## config.mk

```make
export PLATFORM = sky130hd
export DESIGN_NAME = keypad_digit_capture_flat
export DESIGN_NICKNAME = d
export VERILOG_FILES = /design/src/rtl/keypad_pkg.sv /design/src/rtl/keypad_digit_capture_if.sv /design/src/rtl/keypad_decode.sv /design/src/rtl/keypad_digit_capture.sv /design/src/flat_wrapper.sv
export SDC_FILE = /design/constraint.sdc
export NUM_CORES = 1
export LEC_CHECK = 0
export CAP_MARGIN = 25
export CORE_UTILIZATION = 35
export DETAILED_ROUTE_END_ITERATION = 10
export PLACE_DENSITY_LB_ADDON = 0.15
export REMOVE_ABC_BUFFERS = 1
export SYNTH_ARGS = -nofsm -noshare
export SYNTH_HDL_FRONTEND = slang
export SYNTH_SLANG_ARGS = --single-unit
```

## constraint.sdc

```tcl
create_clock -name clk -period 4.6 [get_ports clk]
set_input_delay 1.38 -clock clk [delete_from_list [all_inputs] [get_ports clk]]
set_output_delay 1.38 -clock clk [all_outputs]
set_load 0.01 [all_outputs]
```

## src/rtl/keypad_pkg.sv

```systemverilog
// Shared types and constants for the 4x4 keypad digit capture block.
package keypad_pkg;

    typedef enum logic [1:0] {
        SCAN       = 2'd0,
        PRESS_DB   = 2'd1,
        HELD       = 2'd2,
        RELEASE_DB = 2'd3
    } state_t;

    // Column lines idle high; also the "no key" column pattern.
    localparam logic [3:0] ROW_IDLE = 4'b1111;

    // Indexed [row][col], col 0 = leftmost = cols[0].
    localparam logic [3:0] KEY_MAP [4][4] = '{
        '{4'h1, 4'h2, 4'h3, 4'hA},
        '{4'h4, 4'h5, 4'h6, 4'hB},
        '{4'h7, 4'h8, 4'h9, 4'hC},
        '{4'hE, 4'h0, 4'hF, 4'hD}
    };

    function automatic logic one_low(input logic [3:0] pat);
        return ($countones(~pat) == 1);
    endfunction

endpackage

```

## src/rtl/keypad_digit_capture_if.sv

```systemverilog
// Keypad matrix lines and captured-digit outputs of keypad_digit_capture.
interface keypad_digit_capture_if;
    logic [3:0] cols;
    logic [3:0] rows;
    logic [3:0] digit_new;
    logic [3:0] digit_old;
    logic       key_valid;

    modport master (
        input  cols,
        output rows,
        output digit_new,
        output digit_old,
        output key_valid
    );

    modport slave (
        output cols,
        input  rows,
        input  digit_new,
        input  digit_old,
        input  key_valid
    );
endinterface

```

## src/rtl/keypad_decode.sv

```systemverilog
// Combinational lookup: row index plus one-hot-low column pattern to hex key value.
module keypad_decode
    import keypad_pkg::*;
(
    input  logic [1:0] row_idx,
    input  logic [3:0] col_pat,
    output logic [3:0] value
);

    logic [1:0] col_idx;
    logic       col_ok;

    always_comb begin
        col_idx = 2'd0;
        col_ok  = 1'b1;
        case (col_pat)
            4'b1110: col_idx = 2'd0;
            4'b1101: col_idx = 2'd1;
            4'b1011: col_idx = 2'd2;
            4'b0111: col_idx = 2'd3;
            default: col_ok  = 1'b0;
        endcase
    end

    assign value = col_ok ? KEY_MAP[row_idx][col_idx] : 4'h0;

endmodule

```

## src/rtl/keypad_digit_capture.sv

```systemverilog
// 4x4 keypad scanner with press/release debounce feeding a two-digit history.
// Optional held-key auto-repeat is enabled with `define KEYPAD_AUTO_REPEAT_EN.
module keypad_digit_capture
    import keypad_pkg::*;
#(
    parameter int SCAN_CYCLES     = 4096,
    parameter int DEBOUNCE_CYCLES = 65536,
    parameter int REPEAT_CYCLES   = 1048576
)
(
    input  logic                   clk,
    input  logic                   reset,
    keypad_digit_capture_if.master kp
);

    localparam int MAX_A   = (SCAN_CYCLES > DEBOUNCE_CYCLES) ? SCAN_CYCLES : DEBOUNCE_CYCLES;
    localparam int MAX_CYC = (MAX_A > REPEAT_CYCLES) ? MAX_A : REPEAT_CYCLES;
    localparam int CNT_W   = (MAX_CYC > 2) ? $clog2(MAX_CYC) : 1;

    localparam logic [CNT_W-1:0] SCAN_LAST = CNT_W'(SCAN_CYCLES - 1);
    localparam logic [CNT_W-1:0] DEB_LAST  = CNT_W'(DEBOUNCE_CYCLES - 1);
    localparam logic [CNT_W-1:0] CNT_ONE   = CNT_W'(1);

    logic [3:0]       cols_p0;
    logic [3:0]       csync;
    state_t           state_q, state_d;
    logic [1:0]       row_q, row_d;
    logic [3:0]       pat_q, pat_d;
    logic [CNT_W-1:0] cnt_q, cnt_d;
    logic             accept;
    logic [3:0]       key_value;
    logic [3:0]       digit_new_q, digit_old_q;
    logic             key_valid_q;
`ifdef KEYPAD_AUTO_REPEAT_EN
    localparam logic [CNT_W-1:0] RPT_LAST = CNT_W'(REPEAT_CYCLES - 1);
    logic [CNT_W-1:0] rpt_q, rpt_d;
`endif

    // Stage p0/p1: two-flop synchronizer on the asynchronous column lines.
    always_ff @(posedge clk or negedge reset) begin
        if (!reset) begin
            cols_p0 <= ROW_IDLE;
            csync   <= ROW_IDLE;
        end else begin
            cols_p0 <= kp.cols;
            csync   <= cols_p0;
        end
    end

    // Scan/debounce state registers.
    always_ff @(posedge clk or negedge reset) begin
        if (!reset) begin
            state_q <= SCAN;
            row_q   <= 2'd0;
            pat_q   <= ROW_IDLE;
            cnt_q   <= '0;
        end else begin
            state_q <= state_d;
            row_q   <= row_d;
            pat_q   <= pat_d;
            cnt_q   <= cnt_d;
        end
    end

`ifdef KEYPAD_AUTO_REPEAT_EN
    always_ff @(posedge clk or negedge reset) begin
        if (!reset) rpt_q <= '0;
        else        rpt_q <= rpt_d;
    end
`endif

    always_comb begin
        state_d = state_q;
        row_d   = row_q;
        pat_d   = pat_q;
        cnt_d   = cnt_q;
        accept  = 1'b0;
`ifdef KEYPAD_AUTO_REPEAT_EN
        rpt_d   = '0;
`endif
        case (state_q)
            SCAN: begin
                if (cnt_q == SCAN_LAST) begin
                    cnt_d = '0;
                    // Exactly one low column is a candidate; none or several just move on.
                    if (one_low(csync)) begin
                        pat_d   = csync;
                        state_d = PRESS_DB;
                    end else begin
                        row_d = row_q + 2'd1;
                    end
                end else begin
                    cnt_d = cnt_q + CNT_ONE;
                end
            end
            PRESS_DB: begin
                if (csync != pat_q) begin
                    state_d = SCAN;
                    cnt_d   = '0;
                end else if (cnt_q == DEB_LAST) begin
                    accept  = 1'b1;
                    state_d = HELD;
                    cnt_d   = '0;
                end else begin
                    cnt_d = cnt_q + CNT_ONE;
                end
            end
            HELD: begin
                if (csync == ROW_IDLE) begin
                    state_d = RELEASE_DB;
                    cnt_d   = '0;
                end
`ifdef KEYPAD_AUTO_REPEAT_EN
                else if (rpt_q == RPT_LAST) begin
                    accept = 1'b1;
                end else begin
                    rpt_d = rpt_q + CNT_ONE;
                end
`endif
            end
            RELEASE_DB: begin
                // A low bit here is contact bounce of the held key, not a new press.
                if (csync != ROW_IDLE) begin
                    state_d = HELD;
                    cnt_d   = '0;
                end else if (cnt_q == DEB_LAST) begin
                    state_d = SCAN;
                    row_d   = row_q + 2'd1;
                    cnt_d   = '0;
                end else begin
                    cnt_d = cnt_q + CNT_ONE;
                end
            end
            default: begin
                state_d = SCAN;
                cnt_d   = '0;
            end
        endcase
    end

    keypad_decode u_decode (
        .row_idx (row_q),
        .col_pat (pat_q),
        .value   (key_value)
    );

    // Output stage: digit history shift and single-cycle valid strobe.
    always_ff @(posedge clk or negedge reset) begin
        if (!reset) begin
            digit_new_q <= 4'h0;
            digit_old_q <= 4'h0;
            key_valid_q <= 1'b0;
        end else begin
            key_valid_q <= accept;
            if (accept) begin
                digit_old_q <= digit_new_q;
                digit_new_q <= key_value;
            end
        end
    end

    assign kp.rows      = ~(4'b0001 << row_q);
    assign kp.digit_new = digit_new_q;
    assign kp.digit_old = digit_old_q;
    assign kp.key_valid = key_valid_q;

endmodule

```

## src/flat_wrapper.sv

```systemverilog
// flat-port wrapper written by rule: the top's interface ports become plain ports
module keypad_digit_capture_flat import keypad_pkg::*;
#(
    parameter int SCAN_CYCLES     = 4096,
    parameter int DEBOUNCE_CYCLES = 65536,
    parameter int REPEAT_CYCLES   = 1048576
)
  (clk, reset, kp_cols, kp_rows, kp_digit_new, kp_digit_old, kp_key_valid);
  keypad_digit_capture_if kp_i ();
  input  logic clk;
  input  logic reset;
  input wire logic [$bits(kp_i.cols)-1:0] kp_cols;
  output wire logic [$bits(kp_i.rows)-1:0] kp_rows;
  output wire logic [$bits(kp_i.digit_new)-1:0] kp_digit_new;
  output wire logic [$bits(kp_i.digit_old)-1:0] kp_digit_old;
  output wire logic [$bits(kp_i.key_valid)-1:0] kp_key_valid;
  assign kp_i.cols = kp_cols;
  assign kp_rows = kp_i.rows;
  assign kp_digit_new = kp_i.digit_new;
  assign kp_digit_old = kp_i.digit_old;
  assign kp_key_valid = kp_i.key_valid;
  keypad_digit_capture #(.SCAN_CYCLES(SCAN_CYCLES), .DEBOUNCE_CYCLES(DEBOUNCE_CYCLES), .REPEAT_CYCLES(REPEAT_CYCLES)) u_core (.clk(clk), .reset(reset), .kp(kp_i));
endmodule
```

==> metrics <==
number of enable flip-flop cells after synthesis 0; sequential fraction of the synthesis area 43.7%; vias in the first global route 1,698; Post-Route WL just under 5 mm; cts hold-fix bufs 0; Reg clk slew, reported paths around 80 ps; Hold Fails Final Rpt 0; initial DRC count 88; Yosys reg bits between 40 and 50; maximum clock frequency ~320 MHz; Main synth FF type dfrtp_1; clk_skew 10.3 ps; fin. max-slew vios 0; largest net degree at the start of global routing between 40 and 50; leakage 1.28 nW; Pre-antenna DRT Iters 4; final instance area between 2000 and 3000 um2; Post-Place Worst Slack around 1800 ps; Root Buffer clkbuf_8; die width roughly 88 um; die height roughly 88 um; total die area 7800 um2; classification of the worst setup path reg2out; PwrDens between 200 and 250 nW/um2; Worst slew margin around 52%; slew of the pin with the lowest slew margin between 700 and 800 ps; Clock Path Buffers 2; vias per inst around 5; Top Ports 19; Final Cycle Share 69.0%; Area growth, synth to finish 14.6%; Rows 31; CP endpoint kind output pin; yosys warns 0; # DRC 0; initial antenna violation count 0; Max FO, Critical Path 9; H-tree levels 2; Layout Nets 292; Avg Inst Size Synth 10.5 um2; crit path DAT about 1800 ps; via count between 1.5k and 2k; clock sink total 45; Hold WC Path Type reg2reg; CTS tree done; first-pass GRT wire length 8.42 mm; Starting Density 36.2%; Mapped Area 2610 um2; GPL Wtd Cong 0.843; Post CTS Setup Buffer Count 0; Post-synth ARST share between 90% and 100%; Final Setup Violations 0; GR Overflow Total 0; post-synthesis cell count approximately 250; commonest non-fill, non-tap cell in the layout dfrtp_1; post-route worst setup slack 1430 ps; Final TNS setup 0 ps; share of cells above drive strength 1 between 10% and 20%; remaining antenna violation count 0; post_cts resized 0; Worst EP required between 3000 and 4000 ps; wire per inst 13.1 um; core area around 7200 um2; most frequent cells in the layout dfrtp_1 (33), nor2_1 (25), inv_1 (18); PortBufs 18; DP HPWL about 3.5 mm; total track usage ~14%; number of max-cap violations 0; peak supply drop around 140 uV; n_diodes 0; RSZ-0062 raised after global routing no; CP Launch Type flip-flop; Synth cell types 52; Post-Place Cell Area between 2000 and 3000 um2; TritonCTS Buffers 5; status finished, final reports clean; clk_lat worst skew ~300 ps; minimum clock period 3170 ps
[cell usage after synthesis (all sizes together) (3+ instances only)]
cell	instances	area share [%]
a22o	3	1.0
clkbuf	3	0.43
nor3	15	2.9
xnor2	15	5.0
or4	3	1.0
xor2	6	2.0
nand4	6	1.4
mux2	10	4.3
buf	4	1.4
and3	3	0.72
ha	17	8.2
a21oi	4	0.77
inv	18	2.6
nand2	10	1.4
mux2i	6	2.3
dfstp	12	12
a211oi	3	0.86
nand3	11	2.8
nor4	6	1.7
nor2	28	4.5
o21ai	5	0.96
dfrtp	33	32
[power by group]
group / switching [mW] / internal [mW] / total, mW
clock network: 0.131 / 0.136 / 0.267
logic: 0.0181 / 0.0119 / 0.0300
registers: 0.00245 / 0.402 / 0.404
total: 0.152 / 0.550 / 0.702
[flip-flops by register name, summed over array words and instances (netlist names)]
name and cells:
u_core.cnt_q 20, u_core.cols_p0 4, u_core.csync 4, u_core.kp.digit_new 4
u_core.kp.digit_old 4, u_core.kp.key_valid 1, u_core.pat_q 4, u_core.row_q 2
u_core.state_q 2
[through the flow]
step	total power [mW]	hold WS [ps]	instances	utilization, %
CTS	0.712	360	367	41.1
global route	0.737	363	368	41.4
finish	0.702	357	368	41.4
detailed placement	0.440	347	359	39.6
global placement	0.439	345	359	39.6
floorplan	0.424	345	242	-
[final timing paths]
kind / from / endpoint / slack [ps] / depth (start not counted)
worst min register to register: u_core.cols_p0[1]$_DFF_PN1_ / u_core.csync[1]$_DFF_PN1_ / 360 / 0
min in group asynchronous: reset / u_core.cnt_q[11]$_DFFE_PN0N_ / 1060 / 1
worst min-delay path: u_core.cols_p0[1]$_DFF_PN1_ / u_core.csync[1]$_DFF_PN1_ / 360 / 0
worst max-delay path: u_core.row_q[1]$_DFFE_PN0P_ / kp_rows[0] / 1430 / 4
worst max register to register: u_core.csync[1]$_DFF_PN1_ / u_core.state_q[1]$_DFFE_PN0P_ / 1780 / 9
max in group asynchronous: reset / u_core.row_q[0]$_DFFE_PN0P_ / 3030 / 2
[worst max-delay path, stage by stage, from the launching register on]
cell	delay, ps
dfrtp_1	500
inv_1	170
ha_1	250
inv_1	60
clkdlybuf4s50_1	520
[metal layers]
metal  up-vias  track usage (%)  wire length [um]
met5         -                0                 0
met1       882             20.3              2530
li1        908                -                 -
met3         5             2.80               158
met4         0             3.08                38
met2        38             21.3              2110
[cells by family after synthesis]
group                      after synthesis  synth area share, %
buffers and inverters                   25                 4.41
adders and majority gates               18                 8.92
muxes                                   16                 6.62
AOI/OAI and AO/OA                       30                 9.69
xor gates and xnor gates                21                 7.05
DFF                                     45                 43.7
and+or+nand+nor                         94                 19.6
[layout make-up]
cell class | instances | area (um2)
fill | 727 | 4230
multi-input combinational | 179 | 1350
sequential | 45 | 1140
timing repair buffer | 19 | 203
tap | 99 | 124
clock buffer | 7 | 96.3
inverter | 18 | 67.6
clock inverter | 1 | 5.00
(Power assumes the default switching activity.)
